**config.mk**
```make
export PLATFORM = sky130hd
export DESIGN_NAME = spi_flash_reader_multi
export DESIGN_NICKNAME = d
export VERILOG_FILES = /design/src/rtl/spi_flash_reader_multi.sv
export SDC_FILE = /design/constraint.sdc
export NUM_CORES = 1
export LEC_CHECK = 0
export CAP_MARGIN = 10
export CORE_MARGIN = 4
export CORE_UTILIZATION = 55
export DETAILED_ROUTE_END_ITERATION = 6
export PLACE_DENSITY_LB_ADDON = 0.2
export SYNTH_ARGS = -nofsm -noshare
export SYNTH_HDL_FRONTEND = slang
export SYNTH_SLANG_ARGS = --single-unit
```
**constraint.sdc**
```tcl
create_clock -name clk -period 3.2 [get_ports clk]
set_input_delay 0.32 -clock clk [delete_from_list [all_inputs] [get_ports clk]]
set_output_delay 0.32 -clock clk [all_outputs]
set_load 0.01 [all_outputs]
```
**src/rtl/spi_flash_reader_multi.sv**
```systemverilog
`default_nettype none
// ============================================================================
// Module   : spi_flash_reader_multi
// Brief    : Read-only SPI NOR flash master with single/dual/quad data phase.
// Revision : 1.0 - initial release
// ============================================================================
module spi_flash_reader_multi #(
  parameter int ADDRESS_WIDTH   = 24,
  parameter int LENGTH_WIDTH    = 16,
  parameter int DUMMY_CYCLES    = 8,
  parameter int CSN_IDLE_CYCLES = 2
) (
  input  logic                     clk,
  input  logic                     reset,
  input  logic [1:0]               mode,
  input  logic                     read_start,
  input  logic [ADDRESS_WIDTH-1:0] read_address,
  input  logic [LENGTH_WIDTH-1:0]  read_length,
  output logic                     busy,
  output logic [7:0]               data,
  output logic                     data_valid,
  output logic                     flash_sck,
  output logic                     flash_csn,
  output logic [3:0]               flash_io_out,
  output logic [3:0]               flash_io_oe,
  input  logic [3:0]               flash_io_in
);

  typedef enum logic [2:0] {
    S_IDLE  = 3'd0,
    S_CMD   = 3'd1,
    S_ADDR  = 3'd2,
    S_DUMMY = 3'd3,
    S_DATA  = 3'd4,
    S_GAP   = 3'd5
  } state_t;

  localparam logic [7:0]              c_dummy_last = 8'(DUMMY_CYCLES - 1);
  localparam logic [7:0]              c_gap_last   = 8'(CSN_IDLE_CYCLES - 1);
  localparam logic [LENGTH_WIDTH-1:0] c_len_one    = LENGTH_WIDTH'(1);
  localparam logic [3:0]              c_io_out_idle = 4'b1100;
  localparam logic [3:0]              c_io_oe_idle  = 4'b1101;

  state_t                  r_state;
  logic [1:0]              r_mode;
  logic [30:0]             r_sr;
  logic [7:0]              r_bitcnt;
  logic [7:0]              r_gapcnt;
  logic [7:0]              r_shin;
  logic [LENGTH_WIDTH-1:0] r_len;
  logic                    r_busy;
  logic [7:0]              r_data;
  logic                    r_data_valid;
  logic                    r_sck;
  logic                    r_csn;
  logic [3:0]              r_io_out;
  logic [3:0]              r_io_oe;

  logic [1:0]  w_mode_eff;
  logic [7:0]  w_cmd;
  logic [23:0] w_addr24;
  logic [7:0]  w_shift_in;
  logic [7:0]  w_byte_last;
  logic [3:0]  w_data_oe;

  // Flash address field is always 24 bits on the wire.
  generate
    if (ADDRESS_WIDTH >= 24) begin : g_addr_trunc
      assign w_addr24 = read_address[23:0];
    end else begin : g_addr_zext
      assign w_addr24 = {{(24-ADDRESS_WIDTH){1'b0}}, read_address};
    end
  endgenerate

  always_comb begin
    w_mode_eff = (mode == 2'd3) ? 2'd0 : mode;
    case (w_mode_eff)
      2'd1:    w_cmd = 8'h3B;
      2'd2:    w_cmd = 8'h6B;
      default: w_cmd = 8'h03;
    endcase
    case (r_mode)
      2'd1: begin
        w_shift_in  = {r_shin[5:0], flash_io_in[1:0]};
        w_byte_last = 8'd3;
        w_data_oe   = 4'b1100;
      end
      2'd2: begin
        w_shift_in  = {r_shin[3:0], flash_io_in};
        w_byte_last = 8'd1;
        w_data_oe   = 4'b0000;
      end
      default: begin
        w_shift_in  = {r_shin[6:0], flash_io_in[1]};
        w_byte_last = 8'd7;
        w_data_oe   = 4'b1101;
      end
    endcase
  end

  always_ff @(posedge clk) begin
    if (reset) begin
      r_state      <= S_IDLE;
      r_mode       <= 2'd0;
      r_sr         <= '0;
      r_bitcnt     <= '0;
      r_gapcnt     <= '0;
      r_shin       <= '0;
      r_len        <= '0;
      r_busy       <= 1'b0;
      r_data       <= '0;
      r_data_valid <= 1'b0;
      r_sck        <= 1'b0;
      r_csn        <= 1'b1;
      r_io_out     <= c_io_out_idle;
      r_io_oe      <= c_io_oe_idle;
    end else begin
      r_data_valid <= 1'b0;
      case (r_state)
        S_IDLE: begin
          if (read_start && (read_length != '0)) begin
            r_state     <= S_CMD;
            r_mode      <= w_mode_eff;
            r_len       <= read_length;
            r_sr        <= {w_cmd[6:0], w_addr24};
            r_bitcnt    <= '0;
            r_busy      <= 1'b1;
            r_csn       <= 1'b0;
            r_sck       <= 1'b0;
            r_io_out    <= {3'b110, w_cmd[7]};
            r_io_oe     <= c_io_oe_idle;
          end
        end
        S_CMD, S_ADDR: begin
          r_sck <= ~r_sck;
          if (r_sck) begin
            // Next bit is presented as SCK falls.
            r_sr        <= {r_sr[29:0], 1'b0};
            r_io_out[0] <= r_sr[30];
            r_bitcnt    <= r_bitcnt + 8'd1;
            if (r_state == S_CMD && r_bitcnt == 8'd7) begin
              r_state  <= S_ADDR;
              r_bitcnt <= '0;
            end else if (r_state == S_ADDR && r_bitcnt == 8'd23) begin
              r_bitcnt <= '0;
              r_io_out <= c_io_out_idle;
              r_io_oe  <= w_data_oe;
              r_state  <= (r_mode == 2'd0 || DUMMY_CYCLES == 0) ? S_DATA : S_DUMMY;
            end
          end
        end
        S_DUMMY: begin
          r_sck <= ~r_sck;
          if (r_sck) begin
            r_bitcnt <= r_bitcnt + 8'd1;
            if (r_bitcnt == c_dummy_last) begin
              r_bitcnt <= '0;
              r_state  <= S_DATA;
            end
          end
        end
        S_DATA: begin
          r_sck <= ~r_sck;
          if (r_sck) begin
            r_shin   <= w_shift_in;
            r_bitcnt <= r_bitcnt + 8'd1;
            if (r_bitcnt == w_byte_last) begin
              r_bitcnt     <= '0;
              r_data       <= w_shift_in;
              r_data_valid <= 1'b1;
              r_len        <= r_len - c_len_one;
              if (r_len == c_len_one) begin
                r_state  <= S_GAP;
                r_csn    <= 1'b1;
                r_sck    <= 1'b0;
                r_io_out <= c_io_out_idle;
                r_io_oe  <= c_io_oe_idle;
                r_gapcnt <= '0;
              end
            end
          end
        end
        S_GAP: begin
          r_gapcnt <= r_gapcnt + 8'd1;
          if (r_gapcnt == c_gap_last) begin
            r_busy  <= 1'b0;
            r_state <= S_IDLE;
          end
        end
        default: r_state <= S_IDLE;
      endcase
    end
  end

  assign busy         = r_busy;
  assign data         = r_data;
  assign data_valid   = r_data_valid;
  assign flash_sck    = r_sck;
  assign flash_csn    = r_csn;
  assign flash_io_out = r_io_out;
  assign flash_io_oe  = r_io_oe;

endmodule
`default_nettype wire

```
==> qor.csv, run 1 <==
stage,metric,value,unit
global_routing,grt_pass1_wl,20.5,mm
synthesis,yosysSeqAreaShare,36.6,%
critical_path,crit_chain,inv_1 > ha_1 > xor2_1 > and4_2 > a31oi_1 > buf_4 > or2_1 > buf_4 > o311a_1,
sta,tightest_slew,0.814,ns
sta,clock_skew,0.0155,ns
critical_path,cp_slowest_cell,dfxtp_1,
min_path,hold_path_class,register to register,
floorplan,die_w,103,µm
synthesis,synth_ff_type,dfxtp_1,
global_routing,grt_overflow,0,
critical_path,critical-path-max-stage-delay,0.40,ns
finish,nets,698,
finish,drive_above_1_share,8.26,%
synthesis,synth_edf_count,0,
synthesis,synthAdderAreaFrac,2.77,%
min_path,hold_start,data[4],
clocking,post_cts_buffers,0,
critical_path,startpoint_type,register,
floorplan,rows,34,
sta,relSlewSlack,45.2,%
critical_path,arrival,2.82,ns
critical_path,path_max_fanout,17,
critical_path,rr_startpoint,r_mode[1],
route,routed_wl,12.2,mm
clocking,clockRootBuffer,clkbuf_8,
synthesis,synth_top_cell_by_area,dfxtp_1,
synthesis,synth_seq_cells,91,
floorplan,dieArea,10600,µm²
route,drtAntennaViolNets,0,
synthesis,synth_top_family_by_area,compound AO/OA/AOI/OAI gates,
global_routing,grt_pass1_vias,4282,
sta,setup_violations,0,
min_path,hold_path_depth,2,
synthesis,syn_inst,593,
clocking,ctsHtreeMaxLevel,3,
clocking,cts_tree,yes,
critical_path,r2r-end,r_len[0],
sta,hold_viol,0,
synthesis,synthMuxAreaShare,6.64,%
synthesis,synth_top_area_share,36.6,%
critical_path,crit_top_cell,buf_4,
route,drt_iter0_drc,411,
placement,hpwl,8.43,mm
placement,globalplace.congestion,0.878,
synthesis,async_flop_share,0,%
global_routing,antenna_found_initial,0,
synthesis,synth.avg_cell_area,8.38,µm²
sta,setup_tns,0,ns
sta,final-max-slew-violation-count,0,
floorplan,initial_core_util,56.7,%
route,vias_per_cell,6.34,
critical_path,required,3.46,ns
route,first_pass_iters,5,
floorplan,io_pins,69,
finish,fin_util,67.4,%
clocking,clk_pin_slew,0.10,ns
synthesis,synth_xor_area_share,0.881,%
synthesis,yosys.area_share.simple,20.7,%
synthesis,ys_types,65,
synthesis,ys.warnings.count,0,
placement,port_buffers,66,
min_path,hold_end,data[4],
sta,max_freq,390,MHz
floorplan,die_h,103,µm
critical_path,r2r_cells,9,
route,wl_per_cell,16.3,µm
global_routing,grt_start_max_net_pins,75,
power_and_ir_drop,vdd_drop_max,0.384,mV
clocking,clkSinkCount,91,
sta,rsz0062_at_grt,false,
critical_path,rrSetupSlack,0.64,ns
clocking,clock_tree.buffer_depth,2,
power_and_ir_drop,finalPower,0.00446,W
flow_run,cap_violations,0,
sta,post-route-period-util,80.1,%
global_routing,grt.total_usage,23.7,%
critical_path,critPathBufInv,3,
clocking,cts_made_buffers,9,
clocking,clock_latency,0.36,ns
critical_path,crit_type,register to register,
clocking,cts_resized,0,
sta,post-route-min-period,2.56,ns
route,vias,4756,
route,drc_errors,0,
power_and_ir_drop,power.density,755,nW/µm²
synthesis,syn_area,4970,µm²
critical_path,cp_num_cells,9,
critical_path,end_kind,register,
outcome,status,"finished, final reports clean",
synthesis,synth_compound_gate_area_share,26.7,%
clocking,hold_buffers,0,
synthesis,synth.area.top_cells,"dfxtp_1 37%, mux2i_1 6.6%, a21oi_1 5.9%",
power_and_ir_drop,leakage,2.21,nW
finish,diodes,0,
floorplan,core,8760,µm²
critical_path,cpLargestDelayFamily,simple AND/OR/NAND/NOR gates,
finish,syn_to_final_growth,18.8,%
placed cells by master, fill, tap and decap left out, drive strengths merged, types with 10 or more instances in the layout:
master / netlist / layout
nor2: 67 / 67
a21oi: 59 / 59
nor3: 10 / 10
or4: 14 / 14
o21ai: 19 / 19
buf: 13 / 17
a211oi: 30 / 30
ha: 11 / 11
o311ai: 13 / 13
nor4: 12 / 12
o31ai: 25 / 25
clkbuf: 34 / 10
a22oi: 10 / 10
mux2i: 33 / 33
inv: 12 / 13
clkdlybuf4s50: 0 / 65
dfxtp: 91 / 91
nand2: 35 / 35
tightest hold or removal path, cell delays in order (launching register included):
cell and delay (ns):
dfxtp_1 0.32, nand2_1 0.05, a21oi_1 0.05
cell type report:
cell class	instances	area [µm²]
Clock inverter	5	85.1
Inverter	12	45.0
Timing Repair Buffer	82	796
Sequential cell	91	1820
Clock buffer	10	138
Tap cell	108	135
Multi-Input combinational cell	442	2890
Fill cell	739	2860
per-layer routing:
metal | part of all wire (%) | global-route usage, %
met3 | 6.9 | 4.87
met4 | 1.0 | 5.48
met1 | 45 | 33.0
met5 | 0 | 0
met2 | 47 | 37.9
kinds of logic after synthesis:
logic type               Yosys count
buffers and inverters             61
other                              1
flip-flops                        91
AND/OR/NAND/NOR                  195
AO/OA/AOI/OAI                    196
adder cells (fa/ha/maj)           11
XOR/XNOR                           5
multiplexers                      33
registers in the layout, summed over array words and instances (netlist names), 2 cells and up:
signal        cells
r_shin            7
data              8
r_gapcnt          8
flash_io_out      2
r_sr             31
flash_io_oe       2
r_state           3
r_len            16
r_bitcnt          8
r_mode            2
report_power, final:
group	switching (W)	leakage (nW)	internal (W)
sequential	0.000212	0.745	0.00140
clock	0.000423	0.109	0.000462
combinational	0.00117	1.36	0.000798
total	0.00180	2.21	0.00266
how the worst max path moves through the flow:
stage / endpoint / slack [ns] / start
3_3_place_gp: r_sr[24] / 0.47 / read_length[14]
2_1_floorplan: r_len[10] / 0.74 / r_mode[1]
6_report: r_len[0] / 0.64 / r_mode[1]
3_5_place_dp: r_sr[25] / 0.44 / read_length[14]
5_1_grt: r_len[12] / 0.44 / r_len[0]
4_1_cts: r_sr[29] / 0.57 / r_state[0]
cells in the mapped netlist (2+ instances only):
cell,count
or2_2,3
buf_2,6
nor3_1,10
or4_1,12
nor2b_1,6
o31ai_1,25
and3_1,7
and2_1,4
nand4_1,4
or4_4,2
dfxtp_1,91
a31oi_1,9
o311ai_0,13
nand2b_1,4
mux2i_1,33
o221ai_1,4
o21ai_0,19
nor4_1,10
xor2_1,5
buf_4,6
o221a_2,3
nor3b_1,2
ha_1,11
o211ai_1,6
a21boi_0,2
a21oi_1,59
o22ai_1,2
or3_1,4
a22oi_1,10
or4b_2,3
clkbuf_1,33
a211oi_1,30
inv_1,12
nand3b_1,4
o41ai_1,2
nand2_1,35
nor2_1,66
nand3_1,9
stage by stage:
stage | area, µm² | setup slack (ns) | hold slack (ns) | std cells
2_1_floorplan | 4970 | 0.736 | 0.447 | 594
3_3_place_gp | 5660 | 0.475 | 0.446 | 734
3_5_place_dp | 5660 | 0.441 | 0.449 | 734
4_1_cts | 5880 | 0.574 | 0.463 | 749
5_1_grt | 5910 | 0.442 | 0.485 | 750
6_report | 5910 | 0.637 | 0.461 | 750
(Power assumes the default switching activity.)
==> inputs of run 2 (changes only) <==
==> constraint.sdc (replaced) <==
create_clock -name clk -period 2.5 [get_ports clk]
set_input_delay 0.25 -clock clk [delete_from_list [all_inputs] [get_ports clk]]
set_output_delay 0.25 -clock clk [all_outputs]
set_load 0.01 [all_outputs]
==> run 2 against run 1 <==
  * Maximum frequency grew 6.6%
  * Critical path depth shrank 1
  * Highest routed layer unchanged
  * Clock power up 44%
  * Hold slack barely moved
  * Register-to-register slack got worse by 0.54 ns
  * Non-clock buffer count increased by 18
  * Worst setup slack got worse by 0.54 ns
  * Critical path type unchanged
  * Clock skew is 0.00097 ns lower
  * Largest cell class unchanged
  * Global-route usage increased by 0.69 points
==> qor.csv, run 2 (synthesis results as in run 1) <==
stage,metric,value,unit,change
placement,place_area,5850,µm²,+3.4%
finish,diodes,0,,unchanged
floorplan,core,8760,µm²,unchanged
route,drt_iter0_drc,353,,-14%
min_path,hold_start,data[5],,
sta,relSlewSlack,40.4,%,-4.8 points
global_routing,grt_pass1_vias,4407,,+2.9%
finish,nets,716,,+2.6%
critical_path,path_max_fanout,16,,-1
route,routed_wl,12.8,mm,+4.6%
route,vias,4809,,+1.1%
critical_path,startpoint_type,register,,
flow_run,cap_violations,0,,unchanged
power_and_ir_drop,leakage,2.35,nW,+6.0%
finish,final-instance-count-excl-fill,769,,+2.5%
route,wl_per_cell,16.7,µm,+2.0%
critical_path,required,2.75,ns,-0.71 ns
floorplan,io_pins,69,,unchanged
finish,largest_reg_flops,31,,unchanged
sta,setup_violations,0,,unchanged
route,drtAntennaViolNets,0,,unchanged
clocking,cts_tree,yes,,
critical_path,end_kind,register,,
critical_path,critPathLaunch,r_mode[1],,
floorplan,initial_core_util,56.7,%,unchanged
sta,clock_skew,0.0146,ns,-0.000974 ns
route,vias_per_cell,6.25,,-1.4%
sta,rsz0062_at_grt,true,,
sta,hold_slack,0.460,ns,-0.000475 ns
clocking,clock_latency,0.36,ns,about the same
min_path,hold_path_class,register to register,,
route,first_pass_iters,5,,unchanged
global_routing,grt_overflow,0,,unchanged
finish,syn_to_final_growth,23.2,%,
critical_path,arrival,2.66,ns,-0.16 ns
placement,port_buffers,66,,unchanged
sta,tightest_slew,0.893,ns,+0.0793 ns
finish,final_cell_mix,"91 x dfxtp_1, 66 x nor2_1, 65 x clkdlybuf4s50_1, 58 x a21oi_1, 35 x nand2_1",,
finish,final_common_cell,dfxtp_1,,
global_routing,grt.total_usage,24.4,%,+0.69 points
clocking,clkSinkCount,91,,unchanged
floorplan,die_h,103,µm,unchanged
placement,dp_cells,753,,+2.6%
sta,hold_viol,0,,unchanged
sta,post-route-min-period,2.40,ns,-0.159 ns
sta,max_freq,416,MHz,+6.6%
clocking,ctsHtreeMaxLevel,3,,unchanged
placement,hpwl,8.76,mm,+4.0%
floorplan,die_w,103,µm,unchanged
clocking,clock_tree.buffer_depth,2,,unchanged
placement,post-place-ws,-0.129,ns,-0.569 ns
sta,post-route-period-util,96.2,%,+16 points
global_routing,antenna_found_initial,0,,unchanged
finish,num-fill-cells,694,,-6.1%
outcome,status,"finished, final reports clean",,
sta,fin_ws,0.0953,ns,-0.541 ns
finish,drive_above_1_share,11.0,%,+2.8 points
finish,finalInstanceArea,6120,µm²,+3.7%
critical_path,rr_startpoint,r_mode[1],,
power_and_ir_drop,vdd_drop_max,0.539,mV,+40%
finish,largestRegisters,"r_sr (31), r_len (16)",,
finish,top_register,r_sr,,
floorplan,rows,34,,unchanged
critical_path,crit_type,register to register,,
placement,globalplace.congestion,0.871,,-0.72%
floorplan,dieArea,10600,µm²,unchanged
sta,final-max-slew-violation-count,0,,unchanged
route,drc_errors,0,,unchanged
clocking,clk_pin_slew,0.09,ns,about the same
global_routing,grt_start_max_net_pins,75,,unchanged
global_routing,grt_pass1_wl,21.0,mm,+2.6%
clocking,post_cts_buffers,0,,unchanged
sta,setup_tns,0,ns,unchanged
clocking,clockRootBuffer,clkbuf_8,,
power_and_ir_drop,power.density,991,nW/µm²,+31%
clocking,cts_made_buffers,9,,unchanged
==> run 2: cell count changes in the layout (fill, tap and decap cells not counted), sizes merged <==
cell,previous run,this run
buf,17,35
bufinv,2,3
clkinvlp,1,0
inv,13,14
==> run 2: critical path, cell delays in order, from the launching register on <==
cell,delay (ns)
dfxtp_1,0.38
inv_1,0.08
ha_1,0.34
xor2_1,0.24
and4_4,0.34
a31oi_1,0.14
or2_1,0.30
buf_12,0.16
o311a_1,0.32
==> run 2: final cells by class <==
class	count	area, µm²	area share [%]
Clock buffer	10	138	2.25
Clock inverter	6	119	1.94
Inverter	12	45.0	0.735
Multi-Input combinational cell	442	2910	47.4
Sequential cell	91	1820	29.7
Tap cell	108	135	2.21
Timing Repair Buffer	100	961	15.7
==> run 2: path summary, 6_finish.rpt <==
| check | cells after the start | to | slack (ns) |
|---|---|---|---|
| setup / recovery | 8 | r_len[0] | 0.1 |
| hold / removal | 2 | data[5] | 0.46 |
| setup reg to reg | 8 | r_len[0] | 0.1 |
| hold reg to reg | 2 | data[5] | 0.46 |
==> run 2: per-layer routing <==
layer	track usage, %	wire length (µm)	up-vias
li1	-	-	2367
met2	38.4	5930	173
met1	34.3	5850	2242
met3	4.06	777	27
met4	7.57	248	0
met5	0	0	-
==> run 2: per-stage QoR <==
| step | power (W) | utilization (%) |
|---|---|---|
| final | 0.00607 | 69.9 |
| after global routing | 0.00647 | 69.9 |
| after global placement | 0.00466 | 66.7 |
| after CTS | 0.00601 | 69.7 |
| after floorplan | 0.00388 | - |
| after detailed placement | 0.00475 | 66.7 |
==> run 2: power breakdown <==
| group | internal (W) | switching (W) | total [W] |
|---|---|---|---|
| Sequential | 0.00179 | 0.000298 | 0.00209 |
| Combinational | 0.00118 | 0.00153 | 0.00271 |
| Clock | 0.000705 | 0.000562 | 0.00127 |
| Total | 0.00368 | 0.00239 | 0.00607 |
==> run 2: repair_timing <==
action                                  in CTS  in global routing
hold buffers                                 0                  0
gates resized for setup                      0                  9
endpoints found under the setup margin       0                 19
endpoints found under the hold margin        0                  0
==> inputs of run 3 (changes only) <==
--- a/config.mk
+++ b/config.mk
@@ -6,7 +6,7 @@
 export NUM_CORES = 1
 export LEC_CHECK = 0
 export CAP_MARGIN = 10
-export CORE_MARGIN = 4
+export CORE_MARGIN = 3
 export CORE_UTILIZATION = 55
 export DETAILED_ROUTE_END_ITERATION = 6
 export PLACE_DENSITY_LB_ADDON = 0.2
==> run 3 against run 2 <==
  * Flip-flop and latch count unchanged
  * Register-to-register slack improved by 0.06 ns
  * Combinational power is essentially flat
  * Worst setup slack better by 0.055 ns
  * Critical path depth fell by 3
  * Core utilization shrank 0.46 points
  * Via count increased by 0.69%
  * Sequential power barely moved
  * Clock-buffer cell count unchanged
  * Clock power fell by 18%
  * Die area is 3.8% lower
  * Design area shrank 0.65%
==> qor.csv, run 3 (synthesis results as in run 1) <==
stage,metric,value,unit,change
route,wl_met3,780,µm,+0.39%
placement,hpwl,8.71,mm,-0.64%
finish,drive_above_1_share,11.2,%,+0.12 points
clocking,clk_pin_slew,0.10,ns,about the same
finish,nets,718,,+0.28%
sta,relSlewSlack,47.1,%,+6.7 points
sta,post-route-min-period,2.35,ns,-0.0553 ns
critical_path,rr_startpoint,r_len[10],,
power_and_ir_drop,leakage,2.31,nW,-1.3%
finish,largest_reg_flops,31,,unchanged
global_routing,grt_overflow,0,,unchanged
route,routed_wl,12.4,mm,-3.0%
floorplan,initial_core_util,56.7,%,unchanged
critical_path,r2r_cells,5,,-3
critical_path,crit_type,register to register,,
sta,post-route-period-util,94.0,%,-2.2 points
placement,globalplace.congestion,0.889,,+2.0%
critical_path,arrival,2.64,ns,-0.02 ns
floorplan,io_pins,69,,unchanged
sta,rsz0062_at_grt,false,,
sta,hold_viol,0,,unchanged
sta,tightest_slew,0.794,ns,-0.0991 ns
clocking,ctsHtreeMaxLevel,3,,unchanged
global_routing,grt_start_max_net_pins,75,,unchanged
finish,num-fill-cells,718,,+3.5%
min_path,hold_path_depth,2,,unchanged
finish,largestRegisters,"r_sr (31), r_len (16)",,
flow_run,cap_violations,0,,unchanged
route,vias,4842,,+0.69%
route,vias_per_cell,6.28,,+0.43%
sta,final-max-slew-violation-count,0,,unchanged
finish,diodes,0,,unchanged
sta,setup_tns,0,ns,unchanged
clocking,clock_tree.buffer_depth,2,,unchanged
power_and_ir_drop,power.density,953,nW/µm²,-3.8%
min_path,hold_path_class,register to register,,
critical_path,required,2.79,ns,+0.04 ns
route,drtAntennaViolNets,0,,unchanged
floorplan,core,8760,µm²,unchanged
floorplan,die_h,101,µm,-1.9%
sta,max_freq,426,MHz,+2.4%
outcome,status,"finished, final reports clean",,
clocking,cts_tree,yes,,
critical_path,end_kind,register,,
route,drt_iter0_drc,281,,-20%
clocking,clockRootBuffer,clkbuf_8,,
finish,final-instance-count-excl-fill,771,,+0.26%
placement,dp_cells,755,,+0.27%
floorplan,rows,34,,unchanged
route,first_pass_iters,6,,+1
floorplan,die_w,101,µm,-1.9%
global_routing,grt_pass1_vias,4644,,+5.4%
critical_path,r2r-end,r_gapcnt[5],,
power_and_ir_drop,vdd_drop_max,0.591,mV,+9.7%
finish,fin_util,69.4,%,-0.46 points
min_path,hold_start,data[6],,
clocking,cts_made_buffers,9,,unchanged
global_routing,grt_pass1_wl,21.0,mm,+0.27%
placement,port_buffers,66,,unchanged
global_routing,antenna_found_initial,0,,unchanged
route,route.met2.wl,5.96,mm,+0.39%
route,routed.top_layer,met4,,
clocking,clkSinkCount,91,,unchanged
finish,syn_to_final_growth,22.4,%,
clocking,hold_buffers,0,,unchanged
critical_path,rrSetupSlack,0.15,ns,+0.06 ns
finish,top_register,r_sr,,
sta,clock_skew,0.0110,ns,-0.00357 ns
critical_path,path_max_fanout,9,,-7
clocking,clock_latency,0.36,ns,about the same
route,drc_errors,0,,unchanged
sta,setup_violations,0,,unchanged
critical_path,startpoint_type,register,,
floorplan,dieArea,10200,µm²,-3.8%
global_routing,grt.total_usage,24.8,%,+0.38 points
route,met1_length,5.46,mm,-6.6%
min_path,hold_end,data[6],,
finish,final_cell_mix,"91 x dfxtp_1, 66 x nor2_1, 65 x clkdlybuf4s50_1, 58 x a21oi_1, 35 x nand2_1",,
finish,final_common_cell,dfxtp_1,,
route,wl_per_cell,16.1,µm,-3.3%
run 3: layout make-up:
class | count | area (µm²) | share of cell area [%]
Sequential cell | 91 | 1820 | 29.9
Inverter | 12 | 45.0 | 0.740
Clock buffer | 10 | 138 | 2.26
Timing Repair Buffer | 102 | 976 | 16.0
Clock inverter | 6 | 71.3 | 1.17
Multi-Input combinational cell | 442 | 2900 | 47.6
Tap cell | 108 | 135 | 2.22
run 3: metrics by stage:
stage                     setup slack (ns)  cell area, µm²  hold slack, ns  total power (W)
after detailed placement           -0.0750            5860           0.450          0.00473
final                                0.151            6080           0.461          0.00580
after floorplan                     0.0356            4970           0.402          0.00388
after global routing                0.0308            6080           0.479          0.00620
after CTS                            0.102            6070           0.449          0.00578
after global placement             -0.0178            5860           0.446          0.00464
run 3: timing repair:
item                       CTS  global route
resized for setup            0             3
setup endpoints to repair    0             7
buffers inserted             0             0
run 3: where the power goes:
part           switching, W  internal [W]  total, W  leakage (nW)
Sequential         0.000267       0.00179   0.00206         0.745
Combinational       0.00154       0.00116   0.00270          1.47
Clock              0.000543      0.000498   0.00104        0.0995
run 3: metal layers:
metal / vias up / GRT usage, %
li1: 2372 / -
met1: 2262 / 33.2
met2: 183 / 40.2
met3: 25 / 4.36
met4: 0 / 8.38
met5: - / 0
run 3: worst max path at each step:
stage | start | endpoint | slack (ns) | cells past startpoint
2_1_floorplan | r_mode[1] | r_len[10] | 0.04 | 11
3_3_place_gp | read_length[14] | r_bitcnt[4] | -0.02 | 7
3_5_place_dp | read_length[11] | r_bitcnt[3] | -0.07 | 7
4_1_cts | r_len[10] | r_gapcnt[5] | 0.10 | 5
5_1_grt | r_mode[1] | r_len[3] | 0.03 | 8
6_report | r_len[10] | r_gapcnt[5] | 0.15 | 5
run 3: critical path, cell delays in order (launching register included):
cell and delay, ns:
dfxtp_1 0.37, or4_4 0.60, nor4_4 0.40, a41oi_4 0.22, or4_1 0.55, a21oi_1 0.15
